**src/rtl/counter_pkg.sv**
```systemverilog
// Shared constants and helpers for the counter and timer family.
package counter_pkg;

  localparam int CNT_WRAP = 0;
  localparam int CNT_SAT  = 1;

  // Bits needed to hold values 0..value-1; returns 0 for value <= 1.
  function automatic int clog2(input int value);
    int r;
    r = 0;
    for (int v = value - 1; v > 0; v = v >> 1) begin
      r = r + 1;
    end
    return r;
  endfunction

endpackage

```
**src/rtl/mod_m_tick.sv**
```systemverilog
// Prescaler: emits a one-cycle tick on every PRESCALE-th enabled cycle.
module mod_m_tick
  import counter_pkg::*;
#(
  parameter int PRESCALE = 1
) (
  input  logic clk,
  input  logic reset_n,
  input  logic en,
  input  logic clr,
  output logic tick
);

  if (PRESCALE < 1) begin : g_bad_prescale
    $error("mod_m_tick: PRESCALE must be >= 1");
  end

  if (PRESCALE == 1) begin : g_direct
    logic unused_ok;
    assign unused_ok = &{1'b0, clk, reset_n, clr};
    assign tick      = en;
  end else begin : g_count
    localparam int W = clog2(PRESCALE);
    localparam logic [W-1:0] LAST = W'(PRESCALE - 1);

    logic [W-1:0] cnt;

    assign tick = en & (cnt == LAST);

    always_ff @(posedge clk or negedge reset_n) begin
      if (!reset_n) begin
        cnt <= '0;
      end else if (clr) begin
        cnt <= '0;
      end else if (en) begin
        cnt <= tick ? '0 : cnt + 1'b1;
      end
    end
  end

endmodule

```
**src/rtl/univ_mod_counter.sv**
```systemverilog
// N-bit modulo-M up/down counter with clear, load, wrap/saturate and prescaler.
module univ_mod_counter
  import counter_pkg::*;
#(
  parameter int N        = 4,
  parameter int M        = 10,
  parameter int SAT      = 0,
  parameter int PRESCALE = 1
) (
  input  logic         clk,
  input  logic         reset_n,
  input  logic         en,
  input  logic         up,
  input  logic         syn_clr,
  input  logic         load,
  input  logic [N-1:0] d,
  output logic [N-1:0] Q,
  output logic         max_tick,
  output logic         min_tick,
  output logic         roll
);

  if (M < 2 || M > (1 << N)) begin : g_bad_m
    $error("univ_mod_counter: M must satisfy 2 <= M <= 2**N");
  end

  localparam logic [N-1:0] MAX = N'(M - 1);

  logic         step;
  logic [N-1:0] q_next;
  logic         roll_next;

  // Load and clear both restart the prescale phase.
  mod_m_tick #(
    .PRESCALE(PRESCALE)
  ) u_tick (
    .clk    (clk),
    .reset_n(reset_n),
    .en     (en),
    .clr    (syn_clr | load),
    .tick   (step)
  );

  assign max_tick = (Q == MAX);
  assign min_tick = (Q == '0);

  always_comb begin
    q_next    = Q;
    roll_next = 1'b0;
    if (syn_clr) begin
      q_next = '0;
    end else if (load) begin
      q_next = (d > MAX) ? MAX : d;
    end else if (step) begin
      if (up) begin
        if (Q == MAX) begin
          q_next    = (SAT == CNT_SAT) ? MAX : '0;
          roll_next = 1'b1;
        end else begin
          q_next = Q + 1'b1;
        end
      end else begin
        if (Q == '0) begin
          q_next    = (SAT == CNT_SAT) ? '0 : MAX;
          roll_next = 1'b1;
        end else begin
          q_next = Q - 1'b1;
        end
      end
    end
  end

  always_ff @(posedge clk or negedge reset_n) begin
    if (!reset_n) begin
      Q    <= '0;
      roll <= 1'b0;
    end else begin
      Q    <= q_next;
      roll <= roll_next;
    end
  end

endmodule

```
**config.mk**
```make
export PLATFORM = sky130hd
export DESIGN_NAME = univ_mod_counter
export DESIGN_NICKNAME = d
export VERILOG_FILES = /design/src/rtl/counter_pkg.sv /design/src/rtl/mod_m_tick.sv /design/src/rtl/univ_mod_counter.sv
export SDC_FILE = /design/constraint.sdc
export NUM_CORES = 1
export LEC_CHECK = 0
export ABC_AREA = 0
export BUFFER_PORTS_ARGS = -buffer_cell sky130_fd_sc_hd__buf_2
export CORE_AREA = 2 2 39 41
export CTS_CLUSTER_SIZE = 16
export DETAILED_ROUTE_END_ITERATION = 10
export DIE_AREA = 0 0 41 43
export REMOVE_ABC_BUFFERS = 1
export SLEW_MARGIN = 20
export SYNTH_ARGS = -nofsm -noshare
export SYNTH_HDL_FRONTEND = slang
export SYNTH_SLANG_ARGS = --single-unit
```
**constraint.sdc**
```tcl
create_clock -name clk -period 1.7 [get_ports clk]
set_clock_uncertainty 0.05 [all_clocks]
set_input_delay 0.17 -clock clk [delete_from_list [all_inputs] [get_ports clk]]
set_output_delay 0.17 -clock clk [all_outputs]
set_load 0.1 [all_outputs]
```
==> impl_metrics.env <==
export IMPL_num_rows=14
export IMPL_synth_compound_area_share_pct=24.58
export IMPL_worstHoldPathType="in2reg"
export IMPL_post_route_util_pct=44.94
export IMPL_yosys_area_share_simple_pct=27.93
export IMPL_layout_cells_most_common="buf_2"
export IMPL_setup_viol=0
export IMPL_critPathCaptureType="output pin"
export IMPL_synth_top_area_cell="dfrtp_1"
export IMPL_slew_headroom_pct=67.88
export IMPL_clock_sinks=5
export IMPL_p_int_mw=0.2939
export IMPL_yosysWarningCount=0
export IMPL_finalPower_mw=0.5076
export IMPL_drtIter0Drc=15
export IMPL_grt_overflow_total=0
export IMPL_filler_cell_count=132
export IMPL_io_buffers=16
export IMPL_p_leak_nw=0.2890
export IMPL_synth_top_family_by_area="simple AND/OR/NAND/NOR gates"
export IMPL_clkTransAtPathRegs_ns=0.04
export IMPL_die_x_um=41
export IMPL_place_inst=82
export IMPL_ios=17
export IMPL_clock_latency_ns=0.25
export IMPL_floorplan_initialDensity_pct=32.37
export IMPL_clockBufferDepth=2
export IMPL_power_density_nw_per_um2=816.3
export IMPL_pwr_share_clk_pct=27.1
export IMPL_finish_instance_area_sq_um=621.8
export IMPL_p_sw_mw=0.2137
export IMPL_fin_nets=82
export IMPL_drive_above_1_share_pct=39.44
export IMPL_pre_cts_ws_ns=0.2151
export IMPL_diodes=0
export IMPL_grt_first_pass_wirelength_mm=1.704
export IMPL_drt_first_pass_iters=4
export IMPL_synth_xor_area_share_pct=3.911
export IMPL_critPathLaunchType="flop"
export IMPL_dieArea_sq_um=1763
export IMPL_area_delta_synth_final_pct=38.83
export IMPL_antenna_found_initial=0
export IMPL_gp_congestion=0.7294
export IMPL_whs_ns=0.1152
export IMPL_ys_ff_latch=5
export IMPL_worst_slew_pin_slew_ns=0.4852
export IMPL_min_period_ns=1.652
export IMPL_min_period_over_period_pct=97.18
export IMPL_grt_max_degree=11
export IMPL_p_sw_share_pct=42.10
export IMPL_htree_num_levels=1
export IMPL_final_cells=87
export IMPL_worstSetupPathType="reg2out"
export IMPL_syn_inst=49
export IMPL_synth_seq_area_share_pct=27.93
export IMPL_dr_total_vias=457
export IMPL_dpl_hpwl_um=857.6
export IMPL_critPathRequiredTime_ns=1.48
export IMPL_dieHeight_um=43
export IMPL_track_usage_pct=14.77
export IMPL_avgViaCountPerCell=5.253
export IMPL_finalSetupTns_ns=0
export IMPL_pwr_share_seq_pct=26.2
export IMPL_dpl_cell_area_sq_um=570.5
export IMPL_status="finished clean"
export IMPL_synthAdderAreaFrac_pct=0
export IMPL_yosysUniqueCellTypes=29
export IMPL_mostFrequentLayoutCells="buf_2, dfrtp_1, buf_4"
export IMPL_avgSynthCellArea_sq_um=9.141
export IMPL_hold_viol_final=0
export IMPL_fin_ws_ns=0.04799
export IMPL_slew_viol_final=0
export IMPL_drtAntennaViolNets=0
export IMPL_arrival_ns=1.43
export IMPL_first_global_vias=398
export IMPL_tritoncts="yes"
export IMPL_p_comb_share_pct=46.6
export IMPL_cts_buffers=3
export IMPL_cap_violations=0
export IMPL_core_sq_um=1384
export IMPL_route_detailed_drc=0
export IMPL_cp_max_fo=10
export IMPL_cts_root_buf="clkbuf_4"
export IMPL_post_drt_wl_per_cell_um=13.66
export IMPL_totalWireLength_mm=1.188
export IMPL_synth_area_mux_share_pct=2.235
export IMPL_irDropWorstVdd_v=0.0002776
export IMPL_yosysTopAreaCellShare_pct=27.93
export IMPL_fmax_mhz=605.3
export IMPL_syn_area_sq_um=447.9
export IMPL_synth_area_leaders="dfrtp_1, buf_6, nor2b_1"
cell type report:
cell class / instances / area [sq um] / share of cell area (%)
tap: 16 / 20.02 / 3.219
inverter: 4 / 15.01 / 2.414
timing repair buffer: 22 / 157.7 / 25.35
sequential: 5 / 125.1 / 20.12
clock buffer: 4 / 26.28 / 4.225
multi-input combinational: 36 / 277.8 / 44.67
worst max-delay path, cell delays in order, from the launching register on:
cell	delay, ns
dfrtp_1	0.38
buf_4	0.18
nor4_4	0.27
buf_4	0.18
buf_12	0.16
Yosys cell counts, drive strengths merged:
cell type	n
a211o	2
a211oi	1
a21boi	1
a221oi	1
a311oi	1
a31oi	3
and4b	1
and4bb	1
buf	4
dfrtp	5
inv	4
mux2i	1
nand2b	1
nand3	1
nand3b	1
nand4b	1
nor2	2
nor2b	4
nor3	2
nor3b	1
nor4	1
o211a	1
o21a	1
o21ai	3
o311ai	1
or3	1
or4b	1
xnor2	1
xor2	1
cells by family (layout without fill, tap and decap cells):
logic type / Yosys count / in the layout
and+or+nand+nor: 18 / 18
AOI/OAI and AO/OA: 15 / 15
buffers and inverters: 8 / 30
DFF: 5 / 5
xor gates and xnor gates: 2 / 2
muxes: 1 / 1
path summary, 6_finish.rpt:
kind	start	endpoint	slack, ns	depth (start not counted)
max	Q[0]	min_tick	0.05	4
min	syn_clr	Q[2]	0.12	2
max reg2reg	Q[1]	Q[2]	0.16	3
min reg2reg	Q[0]	Q[2]	0.65	3
max in group asynchronous	reset_n	Q[1]	1.25	2
min in group asynchronous	reset_n	Q[0]	0.22	2
registers in the layout (all words and copies together), names as in the netlist:
signal  flops
Q           4
roll        1
power by group through the flow:
stage               logic [mW]  clock network [mW]  registers, mW
CTS                      0.232               0.142          0.132
finish                   0.237               0.138          0.133
detailed placement       0.227                   0          0.133
global route             0.250               0.158          0.134
floorplan               0.0819                   0          0.197
global placement         0.228                   0          0.132
layer usage:
| layer | global-route usage, % | wire length [um] | up-vias |
|---|---|---|---|
| met5 | 0 | 0 | - |
| met4 | 8.000 | 24 | 0 |
| met3 | 4.712 | 62 | 4 |
| met2 | 23.44 | 617 | 14 |
| met1 | 16.45 | 483 | 211 |
| li1 | - | - | 228 |
what timing repair did:
action / in CTS / in global routing
gates cloned: 0 / 0
setup endpoints to repair: 1 / 1
buffers inserted: 0 / 0
hold buffers: 1 / 0
endpoints found under the hold margin: 5 / 0
resized for setup: 1 / 1
(Power assumes the default switching activity.)
